`config.mk`:
```
export PLATFORM = sky130hd
export DESIGN_NAME = us_cmd_dispatch
export DESIGN_NICKNAME = d
export VERILOG_FILES = /design/src/rtl/us_cmd_dispatch_pkg.sv /design/src/rtl/us_cmd_dispatch.sv
export SDC_FILE = /design/constraint.sdc
export NUM_CORES = 1
export LEC_CHECK = 0
export BUFFER_PORTS_ARGS = -buffer_cell sky130_fd_sc_hd__buf_2
export CORE_ASPECT_RATIO = 0.8
export CORE_MARGIN = 2
export CORE_UTILIZATION = 30
export CTS_CLUSTER_SIZE = 14
export DETAILED_ROUTE_END_ITERATION = 8
export GPL_ROUTABILITY_DRIVEN = 0
export PLACE_DENSITY = 0.62
export REMOVE_ABC_BUFFERS = 1
export SLEW_MARGIN = 20
export SYNTH_ARGS = -nofsm -noshare
export SYNTH_HDL_FRONTEND = slang
export SYNTH_SLANG_ARGS = --single-unit
```
`constraint.sdc`:
```
create_clock -name clk -period 2.15 [get_ports clk]
set_input_delay 0 -clock clk [delete_from_list [all_inputs] [get_ports clk]]
set_output_delay 0 -clock clk [all_outputs]
set_load 0.01 [all_outputs]
```
`src/rtl/us_cmd_dispatch_pkg.sv`:
```
// Shared definitions for the upstream command dispatcher: command type codes,
// command-word field positions, legal WR32 length range and FSM state encoding.
package us_cmd_dispatch_pkg;

    localparam logic [1:0] US_CMD_WR32_TYPE = 2'b01;
    localparam logic [1:0] US_CMD_CPLD_TYPE = 2'b10;

    localparam int CMD_TYPE_HI = 63;
    localparam int CMD_TYPE_LO = 62;
    localparam int WR_LEN_HI   = 61;
    localparam int WR_LEN_LO   = 57;
    localparam int WR_ID_HI    = 56;
    localparam int WR_ID_LO    = 55;
    localparam int WR_ADDR_HI  = 31;
    localparam int WR_ADDR_LO  = 0;
    localparam int CPL_HDR_HI  = 61;
    localparam int CPL_HDR_LO  = 0;
    localparam int CPL_DATA_HI = 95;
    localparam int CPL_DATA_LO = 64;

    // WR32 len is log2 of the payload size in bytes; 4..128 bytes is legal
    localparam logic [4:0] WR_LEN_MIN = 5'd2;
    localparam logic [4:0] WR_LEN_MAX = 5'd7;

    typedef enum logic [2:0] {
        ST_IDLE,
        ST_POP,
        ST_LATCH,
        ST_ISSUE,
        ST_WAIT_DONE,
        ST_NOTIFY
    } state_t;

    function automatic logic wr32_len_ok(input logic [4:0] len);
        return (len >= WR_LEN_MIN) && (len <= WR_LEN_MAX);
    endfunction

    // payload DWORDs = bytes / 4, only meaningful for a legal len
    function automatic logic [9:0] wr32_dw_cnt(input logic [4:0] len);
        return 10'((32'd1 << len) >> 2);
    endfunction

endpackage

```
`src/rtl/us_cmd_dispatch.sv`:
```
// Upstream command dispatcher: pops one command word at a time from the
// command FIFO, decodes it, hands it to the TX engine and reports completion,
// rejection or timeout. Only one command is ever outstanding.
module us_cmd_dispatch
    import us_cmd_dispatch_pkg::*;
#(
    parameter int TIMEOUT_CYCLES = 1024
) (
    input  logic         clk,
    input  logic         rst,
    input  logic         fifo_empty_i,
    input  logic [127:0] fifo_dout_i,
    output logic         fifo_rd_en_o,
    output logic         tx_req_o,
    input  logic         tx_ack_i,
    input  logic         tx_done_i,
    output logic [1:0]   tx_type_o,
    output logic [31:0]  tx_addr_o,
    output logic [9:0]   tx_dw_cnt_o,
    output logic [61:0]  tx_cpl_hdr_o,
    output logic [31:0]  tx_cpl_data_o,
    output logic         up_wr_cmd_compl_o,
    output logic [1:0]   cmd_id_o,
    output logic         compl_done_o,
    output logic         err_o,
    output logic         busy_o
);

    localparam int CNT_W = (TIMEOUT_CYCLES > 2) ? $clog2(TIMEOUT_CYCLES) : 1;
    localparam logic [CNT_W-1:0] CNT_LAST = CNT_W'(TIMEOUT_CYCLES - 1);

    state_t           state;
    logic [CNT_W-1:0] to_cnt;
    logic             is_wr_q;
    logic [1:0]       wr_id_q;

    logic [1:0] cmd_type;
    logic [4:0] wr_len;
    logic [1:0] wr_id;
    logic       unused_bits;

    assign cmd_type    = fifo_dout_i[CMD_TYPE_HI:CMD_TYPE_LO];
    assign wr_len      = fifo_dout_i[WR_LEN_HI:WR_LEN_LO];
    assign wr_id       = fifo_dout_i[WR_ID_HI:WR_ID_LO];
    assign unused_bits = ^fifo_dout_i[127:96];

    // Dispatch FSM; every output is registered and pulses default low each cycle
    always_ff @(posedge clk) begin
        if (rst) begin
            state             <= ST_IDLE;
            to_cnt            <= '0;
            is_wr_q           <= 1'b0;
            wr_id_q           <= '0;
            fifo_rd_en_o      <= 1'b0;
            tx_req_o          <= 1'b0;
            tx_type_o         <= '0;
            tx_addr_o         <= '0;
            tx_dw_cnt_o       <= '0;
            tx_cpl_hdr_o      <= '0;
            tx_cpl_data_o     <= '0;
            up_wr_cmd_compl_o <= 1'b0;
            cmd_id_o          <= '0;
            compl_done_o      <= 1'b0;
            err_o             <= 1'b0;
            busy_o            <= 1'b0;
        end else begin
            fifo_rd_en_o      <= 1'b0;
            up_wr_cmd_compl_o <= 1'b0;
            compl_done_o      <= 1'b0;
            err_o             <= 1'b0;
            case (state)
                ST_IDLE: begin
                    if (!fifo_empty_i) begin
                        fifo_rd_en_o <= 1'b1;
                        busy_o       <= 1'b1;
                        state        <= ST_POP;
                    end
                end
                ST_POP: begin
                    // FIFO data appears the cycle after the pop strobe
                    state <= ST_LATCH;
                end
                ST_LATCH: begin
                    tx_type_o     <= cmd_type;
                    tx_addr_o     <= fifo_dout_i[WR_ADDR_HI:WR_ADDR_LO];
                    tx_cpl_hdr_o  <= fifo_dout_i[CPL_HDR_HI:CPL_HDR_LO];
                    tx_cpl_data_o <= fifo_dout_i[CPL_DATA_HI:CPL_DATA_LO];
                    is_wr_q       <= (cmd_type == US_CMD_WR32_TYPE);
                    wr_id_q       <= wr_id;
                    if (cmd_type == US_CMD_WR32_TYPE && wr32_len_ok(wr_len)) begin
                        tx_dw_cnt_o <= wr32_dw_cnt(wr_len);
                        tx_req_o    <= 1'b1;
                        state       <= ST_ISSUE;
                    end else if (cmd_type == US_CMD_CPLD_TYPE) begin
                        tx_dw_cnt_o <= 10'd1;
                        tx_req_o    <= 1'b1;
                        state       <= ST_ISSUE;
                    end else begin
                        tx_dw_cnt_o <= '0;
                        err_o       <= 1'b1;
                        busy_o      <= 1'b0;
                        state       <= ST_IDLE;
                    end
                end
                ST_ISSUE: begin
                    if (tx_ack_i) begin
                        tx_req_o <= 1'b0;
                        to_cnt   <= '0;
                        // a done that arrives with the ack skips the wait
                        if (tx_done_i) begin
                            if (is_wr_q) begin
                                up_wr_cmd_compl_o <= 1'b1;
                                cmd_id_o          <= wr_id_q;
                            end else begin
                                compl_done_o <= 1'b1;
                            end
                            state <= ST_NOTIFY;
                        end else begin
                            state <= ST_WAIT_DONE;
                        end
                    end
                end
                ST_WAIT_DONE: begin
                    if (tx_done_i) begin
                        if (is_wr_q) begin
                            up_wr_cmd_compl_o <= 1'b1;
                            cmd_id_o          <= wr_id_q;
                        end else begin
                            compl_done_o <= 1'b1;
                        end
                        state <= ST_NOTIFY;
                    end else if (to_cnt == CNT_LAST) begin
                        err_o  <= 1'b1;
                        busy_o <= 1'b0;
                        state  <= ST_IDLE;
                    end else begin
                        to_cnt <= to_cnt + 1'b1;
                    end
                end
                ST_NOTIFY: begin
                    busy_o <= 1'b0;
                    state  <= ST_IDLE;
                end
                default: begin
                    busy_o <= 1'b0;
                    state  <= ST_IDLE;
                end
            endcase
        end
    end

endmodule

```
Word level (Yosys, flattened, before mapping). Index checks and enable logic that the tools add are counted.

Logic and storage cells: 92. Register bits after elaboration: 162. Output and inout bits: 146. RAM bits: 0. Latch bits: 0. ROM bits: 0. Bits of input ports: 133. Memories: 0.

Muxes and demuxes: 42. Shifts and indexed selects: 1. Bitwise gates (word level): 2. $mul: 0. Order comparisons: 2. Reduce and logical (&&, ||, !) cells: 12. Div/mod/pow operators: 0. Eq/ne operators: 16. Add/subtract/negate cells: 1.

Operators with widths (count): $mux 10 (4); $mux 1 (21); $pmux 10 s2 (1); $pmux 3 s5 (1); $ne 2x2->1 const B (7); $mux 3 (4); $shl 1x5->12 const A (1); $add 10x1->10 const B (1); $eq 10x10->1 const B (1); $mux 2 (5); $pmux 1 s2 (4); $eq 3x2->1 const B (2); $ne 3x3->1 const B (2); $reduce_and 3->1 (2); $reduce_and 6->1 (1); $ge 5x2->1 const B (1); $le 5x3->1 const B (1); $pmux 1 s4 (1); $pmux 2 s2 (1); $reduce_and 4->1 (1); $reduce_bool 2->1 (2); $reduce_or 2->1 (2); $eq 3x1->1 const B (1); $eq 3x3->1 const B (1); other kinds (6) (8).

Logic depth before layout (Yosys ltp).
Word-level depth: 5. Depth in mapped cells: 7. Depth with buffers taken out: 6.

Worst setup path before layout. No wires, ideal clock.

Path kind: flip-flop to flip-flop. From: register state[1]. To: register to_cnt[9]. Period minus slack after synthesis: 1.744 ns. Cell stages (with the launch flop): 7. Setup time: 0.071 ns. Path buffers: 1. Path slack: 0.406 ns. Arrival time: 1.673 ns. Required time: 2.079 ns. Cells stage by stage: dfxtp_1 -> buf_6 -> or3b_4 -> o21ai_4 -> o211ai_4 -> or4_1 -> a21oi_1.

Cells in the longest elaborated chain, start to end: 3. Elaborated cells between the ends (all ways): 8. Those cells by class: 5 x eq/ne; 1 x mux; 2 x reduce/logical.

RTL lines: from (decl) (RTL line us_cmd_dispatch.sv:32) `state_t state;`; from (signal assigned) (RTL line us_cmd_dispatch.sv:50) `state <= ST_IDLE;`; from (signal assigned) (RTL line us_cmd_dispatch.sv:76) `state <= ST_POP;`; from (signal assigned) (RTL line us_cmd_dispatch.sv:81) `state <= ST_LATCH;`; $eq 3x3->1 or $eq 3x2->1 (tied branches) (RTL line us_cmd_dispatch.sv:71) `case (state)`; $ne 2x2->1 (no source line) or $reduce_bool 2->1 (tied branches); $reduce_and 4->1 (no source line); to (signal assigned) (RTL line us_cmd_dispatch.sv:137) `to_cnt <= to_cnt + 1'b1;`; to (decl) (RTL line us_cmd_dispatch.sv:33) `logic [CNT_W-1:0] to_cnt;`.

Parallel ways exist; a longest one is shown, timed or not. A chain may end at the register's enable or synchronous reset.

Final worst setup path.
From: register state[1]. To: register tx_cpl_hdr_o[41].

Cells in the longest elaborated chain, start to end: 1.

RTL lines: $eq 3x2->1 (RTL line us_cmd_dispatch.sv:71); to (signal assigned) (RTL line us_cmd_dispatch.sv:86) `tx_cpl_hdr_o <= fifo_dout_i[CPL_HDR_HI:CPL_HDR_LO];`; to (decl) (RTL line us_cmd_dispatch.sv:20) `output logic [61:0] tx_cpl_hdr_o,`.

No other way between the ends.

==> impl_metrics.ini <==
[clock_network]
insertion_delay_ns = 0.42
numCtsBuffers = 17
clockRootBuffer = clkbuf_16
clkSlewWorstSetupHoldPaths_ns = 0.06
clockBufferDepth = 2
cts_max_level = 4
numClockSinks = 128
cts_tree = yes

[sta]
hold_viol = 0
setup_viol = 0
maxSlewHeadroom_pct = 66.0
min_period_ns = 2.09
fin_skew_ns = 0.00765
fin_hold_ws_ns = 0.288
post-route-period-util_pct = 97.1
setup_tns_ns = 0
worst_pin_slew_ns = 0.509
clock.fmax_mhz = 479
final-max-slew-violation-count = 0

[floorplan]
die_h_um = 119
die_x_um = 147
ios = 279
core_mm2 = 0.0159
row_count = 41
dieArea_mm2 = 0.0175
start_util_pct = 31.0

[yosys]
syn_inst = 612
async_flop_share_pct = 0
synth_area_per_cell_um2 = 8.04
synth_edf_count = 0
ys_ff_latch = 128
syn_area_mm2 = 0.00492
yosysWarnings = 0
ys_types = 43
synth-seq-area-share_pct = 52.1
ys.flop_type = dfxtp_1

[layout]
drive_above_1_share_pct = 31.9
n_antenna_cell = 0
n_fill_cell = 1465
syn_to_final_growth_pct = 66.1
finalNetCount = 1088
layout_common_cells = buf_2, nand2_1, dfxtp_1
final_common_cell = buf_2
regArea_mm2 = 0.00256
multi_input_area_mm2 = 0.00197
fin_util_pct = 51.4

[power_and_ir_drop]
pwr-share-clk_pct = 48.2
p_int_mw = 4.82
pwr-share-comb_pct = 12.5
ir_drop_mv = 0.498
switchingPower_mw = 1.57
swShare_pct = 24.5
p_seq_share_pct = 39.3
finalPower_mw = 6.39
p_leak_nw = 3.74
power_density_mw_per_mm2 = 781

[global_routing]
grtUsageTotal_pct = 17.5
grt_pass1_vias = 5132
antenna_found_initial = 0
grt_pass1_wl_mm = 24.7
grt_max_degree = 72
grt-ovfl-total = 0

[route]
drt_iter0_drc = 264
drc_errors = 0
vias = 5383
dr.pass1.iters = 4
wl_per_cell_um = 13.9
vias_per_cell = 4.55
wirelength_mm = 16.4
ant_nets = 0

[setup_path]
path_class = flip-flop to flip-flop
worstPathMaxFanout = 9
worstPathArrival_ns = 2.45
critPathCaptureType = flip-flop
startpoint_type = flip-flop
cp.required_ns = 2.51

[place]
port_buffers = 246
dp_hpwl_mm = 9.13

[outcome]
status = finished, final reports clean

[min_path]
hold_path.class = primary input to flip-flop

[run]
cap_violations = 0
## cells in the mapped netlist (all sizes together) (2+ instances only)
cell type	number	area share [%]
nand2	208	16
dfxtp	128	52
a21oi	105	11
buf	37	5.5
clkbuf	33	2.5
nor2	27	2.1
o21ai	7	0.94
and3	6	0.76
nor3	6	0.61
a22oi	4	0.61
inv	4	0.30
nand4	4	0.51
xor2	4	0.71
mux2i	3	0.61
nand3	3	0.30
nand4b	3	0.53
nor3b	3	0.46
o211ai	3	0.74
nand3b	2	0.30
nor2b	2	0.25
o31ai	2	0.30
or2	2	0.25
## worst paths after layout
kind / from / end / slack [ns] / cells past startpoint
min: rst / busy_o / 0.29 / 3
max: state[1] / tx_cpl_hdr_o[41] / 0.06 / 8
max reg2reg: state[1] / tx_cpl_hdr_o[41] / 0.06 / 8
min reg2reg: tx_dw_cnt_o[4] / tx_dw_cnt_o[4] / 0.44 / 2
## per-layer routing
layer | routed length (um) | part of all wire (%) | global-route usage (%) | vias to the layer above
li1 | - | - | - | 2668
met1 | 7100 | 43 | 20.8 | 2457
met2 | 7660 | 47 | 28.4 | 221
met3 | 1330 | 8.1 | 6.56 | 37
met4 | 357 | 2.2 | 7.51 | 0
met5 | 0 | 0 | 0 | -
## timing repair
action | CTS | global route
hold buffers | 127 | 0
setup endpoints to repair | 0 | 28
resized for setup | 0 | 6
hold endpoints to repair | 106 | 0
setup buffers | 0 | 5
## power by group through the flow
| stage | sequential [mW] | clock, mW | combinational, mW |
|---|---|---|---|
| after floorplan | 2.62 | 0 | 0.198 |
| after global placement | 2.56 | 0 | 0.572 |
| after detailed placement | 2.56 | 0 | 0.571 |
| after CTS | 2.51 | 3.14 | 0.741 |
| after global routing | 2.52 | 3.26 | 0.869 |
| final | 2.51 | 3.08 | 0.801 |
## per-stage QoR
| step | std cells | area (um2) | worst slack [ns] |
|---|---|---|---|
| 6_report | 1182 | 8180 | 0.0631 |
| 5_1_grt | 1182 | 8180 | -0.0239 |
| 4_1_cts | 1173 | 8050 | 0.0566 |
| 3_5_place_dp | 1014 | 6150 | 0.420 |
| 3_3_place_gp | 1014 | 6150 | 0.419 |
| 2_1_floorplan | 542 | 4530 | -4.18 |
## registers in the layout (all words and copies together), names as in the netlist
name	count
cmd_id_o	2
err_o	1
tx_addr_o	31
tx_req_o	1
to_cnt	10
tx_type_o	2
is_wr_q	1
tx_cpl_hdr_o	31
state	3
tx_cpl_data_o	32
compl_done_o	1
fifo_rd_en_o	1
up_wr_cmd_compl_o	1
busy_o	1
tx_dw_cnt_o	10
## cell families (layout without fill, tap and decap cells)
logic type / count (synthesis) / count (layout) / synth area share (%)
and+or+nand+nor: 272 / 272 / 23.1
AOI/OAI and AO/OA: 129 / 129 / 14.8
DFF: 128 / 128 / 52.1
buffers and inverters: 74 / 429 / 8.34
xor gates and xnor gates: 5 / 5 / 0.890
muxes: 3 / 3 / 0.610
adders and majority gates: 1 / 1 / 0.254
## critical path: stages (launching register included)
cell and delay [ns]:
dfxtp_1 0.33, buf_4 0.18, inv_1 0.13, nor3_4 0.22, buf_4 0.19, clkbuf_16 0.17
nand2_1 0.08, a21oi_1 0.15, dlygate4sd3_1 0.57
## layout make-up
type                            count  area share, %
Clock buffer                       21           5.88
Multi-Input combinational cell    410           24.1
Tap cell                          215           3.29
Timing Repair Buffer              393           33.4
Inverter                            4          0.184
Sequential cell                   128           31.3
Clock inverter                     11           1.87
Power figures use the tool's default switching activity.
